==> config.mk <==
export PLATFORM = sky130hd
export DESIGN_NAME = seg7_scan_driver_flat
export DESIGN_NICKNAME = d
export VERILOG_FILES = /design/src/rtl/seg7_pkg.sv /design/src/rtl/seg7_if.sv /design/src/rtl/seg7_decode.sv /design/src/rtl/seg7_scan_driver.sv /design/src/flat_wrapper.sv
export SDC_FILE = /design/constraint.sdc
export NUM_CORES = 1
export LEC_CHECK = 0
export BUFFER_PORTS_ARGS = -buffer_cell sky130_fd_sc_hd__buf_4
export CAP_MARGIN = 25
export CORE_AREA = 2 2 91 93
export DETAILED_ROUTE_END_ITERATION = 8
export DIE_AREA = 0 0 93 95
export SYNTH_ARGS = -nofsm -noshare
export SYNTH_HDL_FRONTEND = slang
export SYNTH_HIERARCHICAL = 1
export SYNTH_SLANG_ARGS = --single-unit
==> constraint.sdc <==
create_clock -name clk -period 2.7 [get_ports clk]
set_input_delay 0.27 -clock clk [delete_from_list [all_inputs] [get_ports clk]]
set_output_delay 0.27 -clock clk [all_outputs]
set_load 0.01 [all_outputs]
==> src/rtl/seg7_pkg.sv <==
// Shared constants for the 7-segment scan driver: active-low segment patterns
// ({a,b,c,d,e,f,g}, 0 = lit) and the counter-width helper.
package seg7_pkg;

    localparam logic [6:0] SEG_BLANK = 7'h7F;

    localparam logic [6:0] SEG_0 = 7'h01;
    localparam logic [6:0] SEG_1 = 7'h4F;
    localparam logic [6:0] SEG_2 = 7'h12;
    localparam logic [6:0] SEG_3 = 7'h06;
    localparam logic [6:0] SEG_4 = 7'h4C;
    localparam logic [6:0] SEG_5 = 7'h24;
    localparam logic [6:0] SEG_6 = 7'h20;
    localparam logic [6:0] SEG_7 = 7'h0F;
    localparam logic [6:0] SEG_8 = 7'h00;
    localparam logic [6:0] SEG_9 = 7'h0C;
    localparam logic [6:0] SEG_A = 7'h08;
    localparam logic [6:0] SEG_B = 7'h60;
    localparam logic [6:0] SEG_C = 7'h31;
    localparam logic [6:0] SEG_D = 7'h42;
    localparam logic [6:0] SEG_E = 7'h30;
    localparam logic [6:0] SEG_F = 7'h38;

    // A counter over n states needs clog2(n) bits, but never fewer than one.
    function automatic int width_of(input int n);
        return (n <= 1) ? 1 : $clog2(n);
    endfunction

endpackage

==> src/rtl/seg7_if.sv <==
// Bus between digit-producing logic (master) and the scan driver (slave),
// carrying digit data, load strobe, blanking and the shared seg/an pins.
interface seg7_if #(
    parameter int NUM_DIGITS = 4
);
    logic [4*NUM_DIGITS-1:0] digits_in;
    logic                    load;
    logic [NUM_DIGITS-1:0]   blank_mask;
    logic [6:0]              seg;
    logic [NUM_DIGITS-1:0]   an;
    logic                    frame_done;

    modport master (
        output digits_in, load, blank_mask,
        input  seg, an, frame_done
    );

    modport slave (
        input  digits_in, load, blank_mask,
        output seg, an, frame_done
    );
endinterface

==> src/rtl/seg7_decode.sv <==
// Combinational 4-bit to active-low 7-segment decoder.
// Define SEG7_HEX_DECODE_EN to show A..F for 10..15; otherwise they are blank.
module seg7_decode
    import seg7_pkg::*;
(
    input  logic [3:0] value,
    output logic [6:0] seg
);

    // NOTE: default assigned before the case so no path leaves seg unassigned (no latch).
    always_comb begin
        seg = SEG_BLANK;
        case (value)
            4'd0:  seg = SEG_0;
            4'd1:  seg = SEG_1;
            4'd2:  seg = SEG_2;
            4'd3:  seg = SEG_3;
            4'd4:  seg = SEG_4;
            4'd5:  seg = SEG_5;
            4'd6:  seg = SEG_6;
            4'd7:  seg = SEG_7;
            4'd8:  seg = SEG_8;
            4'd9:  seg = SEG_9;
`ifdef SEG7_HEX_DECODE_EN
            4'd10: seg = SEG_A;
            4'd11: seg = SEG_B;
            4'd12: seg = SEG_C;
            4'd13: seg = SEG_D;
            4'd14: seg = SEG_E;
            4'd15: seg = SEG_F;
`endif
            default: seg = SEG_BLANK;
        endcase
    end

endmodule

==> src/rtl/seg7_scan_driver.sv <==
// Time-multiplexed N-digit common-anode 7-segment driver with a refresh
// prescaler, frame-synchronous double buffering and one dead cycle per digit change.
module seg7_scan_driver
    import seg7_pkg::*;
#(
    parameter int NUM_DIGITS  = 4,
    parameter int REFRESH_DIV = 100000
) (
    input logic   clk,
    input logic   rst_n,
    seg7_if.slave bus
);

    localparam int IW = width_of(NUM_DIGITS);
    localparam int PW = width_of(REFRESH_DIV);
    localparam logic [PW-1:0] PRE_LAST = PW'(REFRESH_DIV - 1);
    localparam logic [IW-1:0] IDX_LAST = IW'(NUM_DIGITS - 1);

    logic [PW-1:0]           pre_q, pre_d;
    logic [IW-1:0]           idx_q, idx_d;
    logic [4*NUM_DIGITS-1:0] pending_q, pending_d;
    logic [4*NUM_DIGITS-1:0] display_q, display_d;
    logic [6:0]              seg_q, seg_d;
    logic [NUM_DIGITS-1:0]   an_q, an_d;
    logic                    fd_q, fd_d;

    logic       tick;
    logic       frame_end;
    logic [3:0] digit;
    logic       digit_blank;
    logic [6:0] digit_seg;

    assign tick      = (pre_q == PRE_LAST);
    assign frame_end = tick && (idx_q == IDX_LAST);

    always_comb begin
        digit       = 4'h0;
        digit_blank = 1'b0;
        for (int k = 0; k < NUM_DIGITS; k++) begin
            if (idx_q == IW'(k)) begin
                digit       = display_q[4*k +: 4];
                digit_blank = bus.blank_mask[k];
            end
        end
    end

    seg7_decode u_decode (
        .value (digit),
        .seg   (digit_seg)
    );

    always_comb begin
        pre_d     = tick ? '0 : pre_q + 1'b1;
        idx_d     = idx_q;
        pending_d = bus.load ? bus.digits_in : pending_q;
        display_d = display_q;
        seg_d     = digit_blank ? SEG_BLANK : digit_seg;
        an_d      = ~(NUM_DIGITS'(1) << idx_q);
        fd_d      = 1'b0;

        if (tick) begin
            idx_d = (idx_q == IDX_LAST) ? '0 : idx_q + 1'b1;
            // Dead cycle while the anode moves, so the old pattern never ghosts onto the new digit.
            seg_d = SEG_BLANK;
            an_d  = '1;
            fd_d  = frame_end;
        end

        // A load coinciding with the boundary goes straight to the display.
        if (frame_end) begin
            display_d = bus.load ? bus.digits_in : pending_q;
        end
    end

    // NOTE: state registers use non-blocking assignments so every flop samples pre-edge values.
    // NOTE: the digit buffers are reset too, so a load in flight before reset is dropped.
    always_ff @(posedge clk or negedge rst_n) begin
        if (!rst_n) begin
            pre_q     <= '0;
            idx_q     <= '0;
            pending_q <= '0;
            display_q <= '0;
            seg_q     <= SEG_BLANK;
            an_q      <= '1;
            fd_q      <= 1'b0;
        end else begin
            pre_q     <= pre_d;
            idx_q     <= idx_d;
            pending_q <= pending_d;
            display_q <= display_d;
            seg_q     <= seg_d;
            an_q      <= an_d;
            fd_q      <= fd_d;
        end
    end

    assign bus.seg        = seg_q;
    assign bus.an         = an_q;
    assign bus.frame_done = fd_q;

endmodule

==> src/flat_wrapper.sv <==
// flat-port wrapper written by rule: the top's interface ports become plain ports
module seg7_scan_driver_flat import seg7_pkg::*;
#(
    parameter int NUM_DIGITS  = 4,
    parameter int REFRESH_DIV = 100000
)
  (clk, rst_n, bus_digits_in, bus_load, bus_blank_mask, bus_seg, bus_an, bus_frame_done);
  seg7_if #(.NUM_DIGITS(NUM_DIGITS)) bus_i ();
  input logic clk;
  input logic rst_n;
  input wire logic [$bits(bus_i.digits_in)-1:0] bus_digits_in;
  input wire logic [$bits(bus_i.load)-1:0] bus_load;
  input wire logic [$bits(bus_i.blank_mask)-1:0] bus_blank_mask;
  output wire logic [$bits(bus_i.seg)-1:0] bus_seg;
  output wire logic [$bits(bus_i.an)-1:0] bus_an;
  output wire logic [$bits(bus_i.frame_done)-1:0] bus_frame_done;
  assign bus_i.digits_in = bus_digits_in;
  assign bus_i.load = bus_load;
  assign bus_i.blank_mask = bus_blank_mask;
  assign bus_seg = bus_i.seg;
  assign bus_an = bus_i.an;
  assign bus_frame_done = bus_i.frame_done;
  seg7_scan_driver #(.NUM_DIGITS(NUM_DIGITS), .REFRESH_DIV(REFRESH_DIV)) u_core (.clk(clk), .rst_n(rst_n), .bus(bus_i));
endmodule
==> impl_metrics.ini <==
[synth]
syn-cell-area_um2 = 2960
synth-seq-cells = 63
synthTopCellsByArea = dfrtp_1, dfstp_2, mux2_2, mux2_4, ha_1
yosysTopAreaCell = dfrtp_1
yosys_warnings = 6
synth_nets = 275
ys_types = 40
async_reset_ff_frac = 1.00
synth_top_cell_area_share = 0.439
synth_edf_count = 0
synthCells = 242
synth_ff_type = dfrtp_1
avgSynthCellArea_um2 = 12.2
seq_area_frac_synth = 0.537

[placed_design]
dpl_worst_slack_ns = 0.351
io_buffers = 34
gp_congestion = 0.823
dp_hpwl_mm = 3.94

[global_route]
overflow = 0
grt_max_degree = 64
grt_pass1_vias = 1968
groute.usage.overall = 0.137
grt_pass1_wl_mm = 9.28
antenna_found_initial = 0

[status]
status = finished clean

[timing]
finalCriticalPeriod_ns = 2.36
fin_setup_tns_ns = 0
tightestPinTransition_ns = 1.03
hold_viol_final = 0
maxSlewHeadroom = 0.313
slew_violations = 0
fmax_ghz = 0.424
fin_ws_ns = 0.344
setup_viol = 0
fin_skew_ns = 0.00943
fin_crit_sh = 0.873
rsz0062_at_grt = no

[drt]
drc_errors = 0
routed.top_layer = met4
met1Wirelength_mm = 2.50
drt_iter0_drc = 44
drtPass1Iterations = 4
wl_per_cell_um = 14.0
dr_wl_met2_mm = 2.75
postRouteAntennaNets = 0
wl_mm = 5.52
dr_wl_met3_um = 221
via_per_inst = 4.85
vias = 1912

[clocking]
post_cts.repair.setup_buffers = 0
cts_tree = built
clock-sinks = 63
cts_htree_levels = 3
cts_made_buffers = 9
ctsResizeCount = 0
cts_buffer_depth = 2
clock-root-buffer = clkbuf_8
path_clk_slew_ns = 0.08
insertion_delay_ns = 0.34
postCtsHoldBufs = 0

[layout]
antenna_cells = 0
drive_above_1_share = 0.374
fin_util = 0.450
num-fill-cells = 751
syn_to_final_growth_pct = 20.4
nNetsFinal = 317
mostFrequentLayoutCell = dfrtp_1
final_cell_mix = dfrtp_1, buf_4, mux2_2

[worst_setup_path]
worstPathArrival_ns = 2.60
crit_slowest_cell = dfrtp_1
worstReg2RegEnd = u_core/bus.seg[3]$_DFF_PN1_
cp_cell_sequence = inv_1 > ha_1 > nor2b_1 > a221oi_1 > o31ai_1 > inv_1 > ha_1 > inv_1 > o21ai_1 > o21ai_2 > nand2b_1
cp_slowest_stage_delay_ns = 0.41
cp_num_buf_inv = 3
critPathLaunchType = register
ff2ff_path_depth = 11
end_kind = register
path_class = register to register
crit_required_ns = 2.94
crit_top_cell = inv_1
crit_fanout = 4
r2r_start = u_core/idx_q[0]$_DFFE_PN0N_
r2r_slack_ns = 0.34
cp_top_family = compound AO/OA/AOI/OAI gates

[floorplan]
dieArea_um2 = 8840
num_io_pins = 35
start_util = 0.374
num_rows = 33
die_height_um = 95
coreArea_um2 = 7930
die_width_um = 93

[power]
p_leak_nw = 1.61
ir_drop_mv = 0.284
p_per_area_nw_per_um2 = 586

[hold_path]
hold_path.class = primary input to asynchronous set/reset pin

[run]
drv_cap = 0
[kinds of logic after synthesis]
kind of cell / Yosys count / share of synthesized area
AND/OR/NAND/NOR: 77 / 0.154
flip-flops: 63 / 0.537
multiplexers: 33 / 0.138
AO/OA/AOI/OAI: 29 / 0.0646
buffers and inverters: 17 / 0.0270
XOR/XNOR: 13 / 0.0384
adder cells (fa/ha/maj): 10 / 0.0422
[layout make-up]
type | count | area (um2) | share of cell area
Multi-Input combinational cell | 162 | 1290 | 0.363
Sequential cell | 63 | 1590 | 0.446
Tap cell | 105 | 131 | 0.0368
Clock buffer | 9 | 124 | 0.0347
Timing Repair Buffer | 39 | 293 | 0.0820
Clock inverter | 7 | 103 | 0.0288
Inverter | 9 | 33.8 | 0.00947
[synth_stat cells, types with 3 or more instances]
cell type	n
dfrtp_1	52
ha_1	10
a221oi_1	4
inv_1	9
xnor2_1	9
and4_1	4
mux2_1	3
clkbuf_1	5
xor2_1	4
nor2_1	13
nand4_1	5
nand3_1	6
mux2_4	10
nand2_1	16
o21ai_0	5
o21ai_1	4
dfstp_2	11
nor2b_1	4
o31ai_1	3
nor4_1	3
o21ai_2	5
nand2b_1	9
nor3_1	3
mux2_2	19
a21oi_1	7
[how the worst max path moves through the flow]
stage                                      startpoint  cells past startpoint  slack [ns]                           to
after global routing      u_core/idx_q[0]$_DFFE_PN0N_                     11        0.13  u_core/bus.seg[3]$_DFF_PN1_
after global placement    u_core/idx_q[0]$_DFFE_PN0N_                     11        0.48  u_core/bus.seg[3]$_DFF_PN1_
after floorplan           u_core/idx_q[0]$_DFFE_PN0N_                     11        0.32  u_core/bus.seg[3]$_DFF_PN1_
final                     u_core/idx_q[0]$_DFFE_PN0N_                     11        0.34  u_core/bus.seg[3]$_DFF_PN1_
after CTS                 u_core/idx_q[0]$_DFFE_PN0N_                     11        0.34  u_core/bus.seg[3]$_DFF_PN1_
after detailed placement  u_core/idx_q[0]$_DFFE_PN0N_                     11        0.35  u_core/bus.seg[3]$_DFF_PN1_
[through the flow]
stage / cells / cell area (um2) / hold WS, ns / total power (W)
final: 394 / 3570 / 0.00550 / 0.00209
after global routing: 394 / 3570 / 0.0600 / 0.00220
after CTS: 394 / 3570 / 0.0245 / 0.00213
after detailed placement: 378 / 3340 / 0.407 / 0.00120
after global placement: 378 / 3340 / 0.401 / 0.00120
after floorplan: 242 / 2960 / -0.0256 / 0.00112
[sequential cells by signal, indices dropped and copies added, names as in the netlist]
| signal | flops |
|---|---|
| u_core/bus.frame_done | 1 |
| u_core/bus.seg | 7 |
| u_core/display_q | 16 |
| u_core/idx_q | 2 |
| u_core/pre_q | 17 |
| u_core/pending_q | 16 |
| u_core/bus.an | 4 |
[routing by layer]
| layer | global-route usage | up-vias |
|---|---|---|
| met5 | 0 | - |
| met4 | 0.0404 | 0 |
| met3 | 0.0487 | 6 |
| met2 | 0.232 | 31 |
| met1 | 0.165 | 944 |
| li1 | - | 931 |
[report_power, final]
group / internal [W] / switching, W / leakage (nW)
combinational: 0.0000906 / 0.0000790 / 0.723
sequential: 0.000994 / 0.0000143 / 0.774
clock: 0.000530 / 0.000384 / 0.111
(Power assumes the default switching activity.)
